[src/rtl/relm_push_arb.sv]
// ---------------------------------------------------------------------------
// relm_push_arb
//
// Round-robin arbiter sharing one ReLM push channel among N requesters.
// Each requester offers a {valid, data} word; the winner's word is
// registered onto out_d the following cycle.  The sink can stall the
// registered word with out_retry.  A lock flag carried in the data lets
// one requester keep the channel for a multi-word message.  An idle
// timeout releases a lock whose owner has stopped sending.
//
// Ports:
//   clk        rising-edge clock
//   rst_n      synchronous active-low reset
//   req_d      N requester words, requester i at [(WD+1)*i +: WD+1],
//              bit WD of each word is its valid flag
//   req_retry  per-requester "not taken this cycle" (combinational)
//   out_d      registered push word to the sink, bit WD is valid
//   out_retry  sink did not accept the out_d presented this cycle
//   lock_owner {lock active, owning requester index}; zero when unlocked
// ---------------------------------------------------------------------------
module relm_push_arb #(
    parameter int WD       = 32,
    parameter int N        = 4,
    parameter int WN       = 2,
    parameter int USE_LOCK = 1,
    parameter int LOCKB    = 29,
    parameter int TMO      = 255,
    parameter int WT       = 8
) (
    input  logic                  clk,
    input  logic                  rst_n,
    input  logic [N*(WD+1)-1:0]   req_d,
    output logic [N-1:0]          req_retry,
    output logic [WD:0]           out_d,
    input  logic                  out_retry,
    output logic [WN:0]           lock_owner
);

    logic [WD:0]   out_q,   out_d_d;
    logic [WN-1:0] last_q,  last_d;
    logic          lock_q,  lock_d;
    logic [WN-1:0] owner_q, owner_d;
    logic [WT-1:0] cnt_q,   cnt_d;

    logic [N-1:0]  valid;
    logic [N-1:0]  grant;
    logic          stall;
    logic          found;
    logic [WN-1:0] win;
    logic [WD:0]   win_word;
    logic [WD:0]   own_word;

    for (genvar g = 0; g < N; g++) begin : g_valid
        assign valid[g] = req_d[(WD+1)*g + WD];
    end

    // A held word that the sink refused freezes everything.
    assign stall = out_q[WD] & out_retry;

    // Round-robin search starting just after the last winner.
    always_comb begin
        found = 1'b0;
        win   = last_q;
        for (int k = 1; k <= N; k++) begin
            logic [WN-1:0] cand;
            cand = WN'((int'(last_q) + k) % N);
            if (!found && valid[cand]) begin
                found = 1'b1;
                win   = cand;
            end
        end
    end

    assign win_word = req_d[(WD+1)*win +: WD+1];
    assign own_word = req_d[(WD+1)*owner_q +: WD+1];

    always_comb begin
        out_d_d = out_q;
        last_d  = last_q;
        lock_d  = lock_q;
        owner_d = owner_q;
        cnt_d   = cnt_q;
        grant   = '0;
        if (!stall) begin
            if (lock_q) begin
                if (valid[owner_q]) begin
                    grant[owner_q] = 1'b1;
                    out_d_d        = own_word;
                    cnt_d          = '0;
                    // The unlocked word ends the message but is still sent.
                    if (!own_word[LOCKB]) begin
                        lock_d = 1'b0;
                    end
                end else begin
                    out_d_d[WD] = 1'b0;
                    if (cnt_q + 1'b1 >= WT'(TMO)) begin
                        lock_d = 1'b0;
                        cnt_d  = '0;
                    end else begin
                        cnt_d = cnt_q + 1'b1;
                    end
                end
            end else if (found) begin
                grant[win] = 1'b1;
                out_d_d    = win_word;
                last_d     = win;
                if (USE_LOCK != 0 && win_word[LOCKB]) begin
                    lock_d  = 1'b1;
                    owner_d = win;
                    cnt_d   = '0;
                end
            end else begin
                // Nothing to forward: drop valid, keep the stale data bits.
                out_d_d[WD] = 1'b0;
            end
        end
    end

    // Invalid requesters never see retry; everyone is held off in reset.
    assign req_retry = rst_n ? (valid & ~grant) : '1;

    always_ff @(posedge clk) begin
        if (!rst_n) begin
            out_q   <= '0;
            last_q  <= WN'(N-1);
            lock_q  <= 1'b0;
            owner_q <= '0;
            cnt_q   <= '0;
        end else begin
            out_q   <= out_d_d;
            last_q  <= last_d;
            lock_q  <= lock_d;
            owner_q <= owner_d;
            cnt_q   <= cnt_d;
        end
    end

    assign out_d      = out_q;
    assign lock_owner = lock_q ? {1'b1, owner_q} : '0;

endmodule

[config.mk]
export PLATFORM = sky130hd
export DESIGN_NAME = relm_push_arb
export DESIGN_NICKNAME = d
export VERILOG_FILES = /design/src/rtl/relm_push_arb.sv
export SDC_FILE = /design/constraint.sdc
export NUM_CORES = 1
export LEC_CHECK = 0
export CORE_ASPECT_RATIO = 0.6
export CORE_UTILIZATION = 48
export DETAILED_ROUTE_END_ITERATION = 7
export PLACE_DENSITY = 0.89
export SETUP_SLACK_MARGIN = 0.3
export SLEW_MARGIN = 0
export SYNTH_ARGS = -nofsm -noshare
export SYNTH_HDL_FRONTEND = slang
export SYNTH_SLANG_ARGS = --single-unit
export TNS_END_PERCENT = 50
[constraint.sdc]
create_clock -name clk -period 3.55 [get_ports clk]
set_input_delay 0.71 -clock clk [delete_from_list [all_inputs] [get_ports clk]]
set_output_delay 0.71 -clock clk [all_outputs]
set_load 0.02 [all_outputs]
# Yosys cells after proc, flatten, opt, wreduce, memory -nomap -nowiden
# Cells that the tools add are included.
[word_totals]
out_inout_bits = 40
input_bits = 135
regBits = 46
[classes]
n_eq_ne = 1
shift = 2
mux = 44
magnitude_cmp = 9
bitwise_logic = 5
n_mul = 2
n_reduce_logical = 14
n_addsub = 5
[ops]
columns = ["operator", "count"]
rows = [
  ["indexed part select 132 x 9 -> 33 bit", 2],
  ["2-to-1 mux 32 bit", 2],
  ["2-to-1 mux 8 bit", 5],
  ["2-to-1 mux 33 bit", 1],
  ["2-to-1 mux 4 bit", 5],
  ["2-to-1 mux 1 bit", 19],
  ["< comparator 2 x 3 -> 1 bit (second input constant)", 6],
  ["multiplier 6 x 2 -> 8 bit (first input constant)", 2],
  ["binary-select mux 1 bit (select 2 bit)", 5],
  ["AND reduction 3 bit", 3],
  ["adder 8 x 1 -> 8 bit (second input constant)", 1],
  ["greater-or-equal comparator 8 bit (second input constant)", 1],
  ["2-to-1 mux 2 bit", 4],
  ["logical AND 1 bit", 5],
  ["adder 2 x 1 -> 2 bit (second input constant)", 2],
  ["adder 2 bit (second input constant)", 2],
  ["bitwise AND 4 bit", 1],
  ["demux 1 bit (select 2 bit)", 2],
  ["greater-or-equal comparator 2 x 1 -> 1 bit (second input constant)", 2],
  ["NOT 4 bit", 1],
  ["AND reduction 4 bit", 1],
  ["nonzero test 2 bit", 2],
  ["logical NOT 1 bit", 3],
  ["2-to-1 mux 3 bit", 1],
  ["3 further kinds", 4],
]

# Logic depth before layout (Yosys ltp)
[logic_depth]
ltp_word = 23
depth_mapped = 8
ltp_nobuf = 7

# Worst setup path before layout
# Ideal clock, no wire load.
[synth_path]
path_kind = "input to output"
from = "input port req_d[32]"
to = "output port req_retry[3]"
path_slack_ps = 954
arrival_ps = 1886
cell_stages = 7
path_cell_list = "nand2b_1 > a21oi_1 > nor2_1 > buf_2 > buf_2 > o311ai_1 > nand2_1"
[synth_via]
elab_chain_len = 22
[synth_rtl]
columns = ["item", "line", "text"]
rows = [
  ["start, declared", "32", "input logic [N*(WD+1)-1:0] req_d,"],
  ["binary-select mux 1 bit (select 2 bit)", "67", "if (!found && valid[cand]) begin"],
  ["2-to-1 mux 1 bit (implied by the code)", "67", ""],
  ["2-to-1 mux 1 bit", "67", ""],
  ["logical NOT 1 bit", "67", ""],
  ["logical AND 1 bit", "67", ""],
  ["2-to-1 mux 1 bit", "67", ""],
  ["logical NOT 1 bit", "67", ""],
  ["logical AND 1 bit", "67", ""],
  ["(+6 left out)", "-", ""],
  ["2-to-1 mux 1 bit (implied by the code)", "104", "grant[win] = 1'b1;"],
  ["demux 1 bit (select 2 bit)", "104", ""],
  ["2-to-1 mux 4 bit", "103", "end else if (found) begin"],
  ["2-to-1 mux 4 bit (*)", "85", "if (lock_q) begin"],
  ["2-to-1 mux 4 bit (*)", "84", "if (!stall) begin"],
  ["NOT 4 bit (*)", "120", "assign req_retry = rst_n ? (valid & ~grant) : '1;"],
  ["bitwise AND 4 bit (*)", "120", ""],
  ["2-to-1 mux 4 bit (*)", "120", ""],
  ["end, declared", "33", "output logic [N-1:0] req_retry,"],
]
# Every way passes the cells marked *; elsewhere a longest branch is shown, timed or not. The select of a mux whose other input is x is not followed.

# Worst setup path after layout
[layout_path]
from = "input port req_d[131]"
to = "output port req_retry[3]"
[layout_via]
elab_chain_len = 22
[layout_rtl]
columns = ["item", "line"]
rows = [
  ["binary-select mux 1 bit (select 2 bit)", "67"],
  ["2-to-1 mux 1 bit (implied by the code)", "67"],
  ["2-to-1 mux 1 bit", "67"],
  ["logical NOT 1 bit", "67"],
  ["logical AND 1 bit", "67"],
  ["2-to-1 mux 1 bit", "67"],
  ["logical NOT 1 bit", "67"],
  ["logical AND 1 bit", "67"],
  ["(+6 left out)", "-"],
  ["2-to-1 mux 1 bit (implied by the code)", "104"],
  ["demux 1 bit (select 2 bit)", "104"],
  ["2-to-1 mux 4 bit", "103"],
  ["2-to-1 mux 4 bit", "85"],
  ["2-to-1 mux 4 bit", "84"],
  ["NOT 4 bit", "120"],
  ["bitwise AND 4 bit (*)", "120"],
  ["2-to-1 mux 4 bit (*)", "120"],
]
# Marked as above.

==> results.md <==
* Total number of vias at 5071
* Final Slew Violations at 0
* Worst-Margin Slew at 0.690 ns
* Share of layout cells above drive strength 1 at 11.6%
* Max cap viols at 0
* Tcrit/Tclk final at 91.5%
* GR Overflow Total at 0
* Required @ worst endpoint at 2.84 ns
* Mean Syn Cell Area at 7.65 um2
* Yosys top cell by area: dfxtp_1
* Setup CP Type: in -> out
* Drt total wl at 15.3 mm
* Setup bufs post-CTS at 0
* CP Capture Type: output port
* Pwr Density at 670 mW/mm2
* Seq. cell area at 923 um2
* Post-Synthesis Cell Area at 0.00423 mm2
* Top cells by area, synth: dfxtp_1, mux4_2, nand2_1
* Final setup viols at 0
* Seq/Total Area, Yosys at 21.8%
* Vias in the first global route at 4928
* Fin Hold WS at 0.478 ns
* Clk pin slew, worst setup/hold paths at 0.07 ns
* Starting density of the core at 49.6%
* Area share of the largest cell type after synthesis at 21.8%
* Port buffer count at 174
* Clock skew at 0.00618 ns
* Chip width at 123 um
* Global-route wire length before repair at 23.5 mm
* Post-route DRC at 0
* # clock sinks at 46
* CTS buffer count at 5
* Nets at 844
* Die Footprint at 0.00920 mm2
* Routed Antenna Nets at 0
* Hold Crit Class: reg -> reg
* Io pins at 175
* Die H at 74.7 um
* Vias per cell at 6.18
* Maximum clock rate at 308 MHz
* RSZ-0062 raised after global routing: yes
* Post-place setup slack at -0.0305 ns
* Mapped Nets at 690
* H-tree depth at 2
* Largest net degree at the start of global routing at 64
* Rel. slew slack at 54.0%
* DR pass1 iterations at 5
* Antenna violations before repair at 0
* Yosys warning total at 0
* Layout area overhead at 48.1%
* LEAKAGE at 2.60 nW
* Num rows at 26
* Highest-count cells in the layout ignoring fill and taps: clkdlybuf4s50_1, nand2_1, nor2_1
* Ant diodes at 0
* CP Launch Type: input pin
* Gp weighted congestion at 0.884
* CTS tree: built
* Crit Path Max Fanout at 7
* Root Buffer: clkbuf_16
* Synth cell types at 46
* DP Wirelength at 10.9 mm
* CORE AREA at 0.00852 mm2
* Post-DR wirelength/cell at 18.6 um
* Global router's overall resource usage at 32.9%
* CTS max path bufs at 2
* Final core occ at 73.5%
* Multi-input gate area in the final layout at 0.00307 mm2
* Outcome: finished, final reports clean
* Initial DRC Count at 421
* Peak supply drop at 0.000314 V
* Design area at 0.00626 mm2
* Fillcell total at 658
* #FFs+latches synth at 46
* Final Hold Vio Count at 0
* Post-Syn Instances at 553
* Setup ws final at 0.301 ns
* Minimum clock period at 3.25 ns
* Worst Path Arrival at 2.54 ns
* Placement Cell Area at 0.00605 mm2
* Most common cell after layout, fill and taps aside: clkdlybuf4s50_1
* Clock Latency Late Sink at 0.29 ns
* Power, Total at 4.19 mW
metal layers:
| layer | up-vias | global-route usage (%) | wire (um) |
|---|---|---|---|
| li1 | 2332 | - | - |
| met1 | 2397 | 41.1 | 6210 |
| met2 | 298 | 55.3 | 7110 |
| met3 | 44 | 7.42 | 1540 |
| met4 | 0 | 14.6 | 425 |
| met5 | - | 0 | 0 |
registers in the layout, indices dropped and copies added, names as in the netlist:
register  count
lock_q        1
cnt_q         8
owner_q       2
out_d        33
last_q        2
worst max-delay path, stage by stage:
cell and delay [ns]:
clkdlybuf4s50_1 0.50, buf_4 0.16, nand2_1 0.07, a31oi_2 0.24, nand2_1 0.13, o311ai_1 0.32, nand2_1 0.08, dlygate4sd2_1 0.33
cell type report:
cell class / instances / share of cell area, %
timing repair buffer: 197 / 30.4
inverter: 6 / 0.360
clock inverter: 2 / 0.959
clock buffer: 6 / 2.22
tap: 112 / 2.24
sequential: 46 / 14.7
multi-input combinational: 451 / 49.1
logic make-up (layout without fill, tap and decap cells):
logic type | Yosys count | after routing | synth area share (%)
flops | 46 | 46 | 21.8
buf+inv | 56 | 211 | 6.42
compound gates | 109 | 109 | 18.7
xor+xnor | 1 | 1 | 0.207
mux | 36 | 36 | 18.3
fa+ha+maj | 2 | 2 | 0.592
simple gates | 303 | 303 | 34.0
Yosys cell counts (all sizes together):
master / instances
a211oi: 1
a221oi: 1
a31oi: 3
nand2b: 32
inv: 6
dfxtp: 46
a41o: 30
mux2i: 3
nor2: 79
o21a: 2
nand3b: 2
o31a: 1
nand3: 43
nor2b: 3
nand2: 87
nor4: 1
o311ai: 1
or2: 1
a21oi: 11
and4b: 1
a31o: 1
o211ai: 8
a41oi: 4
xor2: 1
a22oi: 1
buf: 27
mux4: 33
clkbuf: 23
a32oi: 3
nand4: 5
nor3: 5
o21ai: 39
o31ai: 1
and4: 2
and2: 5
nor3b: 1
a21o: 2
and3: 36
ha: 2
power breakdown:
part | total (mW) | internal, mW | switching, mW
Clock | 0.632 | 0.423 | 0.209
Sequential | 0.944 | 0.731 | 0.212
Combinational | 2.62 | 1.21 | 1.41
Total | 4.19 | 2.36 | 1.83
path summary, 6_finish.rpt:
kind / end / from / slack [ns] / cells after the start
worst min-delay path: out_d[29] / out_d[29] / 0.48 / 2
worst max-delay path: req_retry[3] / req_d[131] / 0.30 / 8
worst min register to register: out_d[29] / out_d[29] / 0.48 / 2
worst max register to register: out_d[3] / owner_q[1] / 0.94 / 6
repair_timing:
item,in CTS,in global routing
hold buffers,0,0
setup endpoints to repair,4,4
gates resized for setup,8,8
stage by stage:
step / cells / setup TNS, ns
3_3_place_gp: 812 / 0
2_1_floorplan: 553 / 0
5_1_grt: 820 / 0
4_1_cts: 820 / 0
6_report: 820 / 0
3_5_place_dp: 812 / -0.0530
Note: power is estimated with default switching activity, not from simulation.
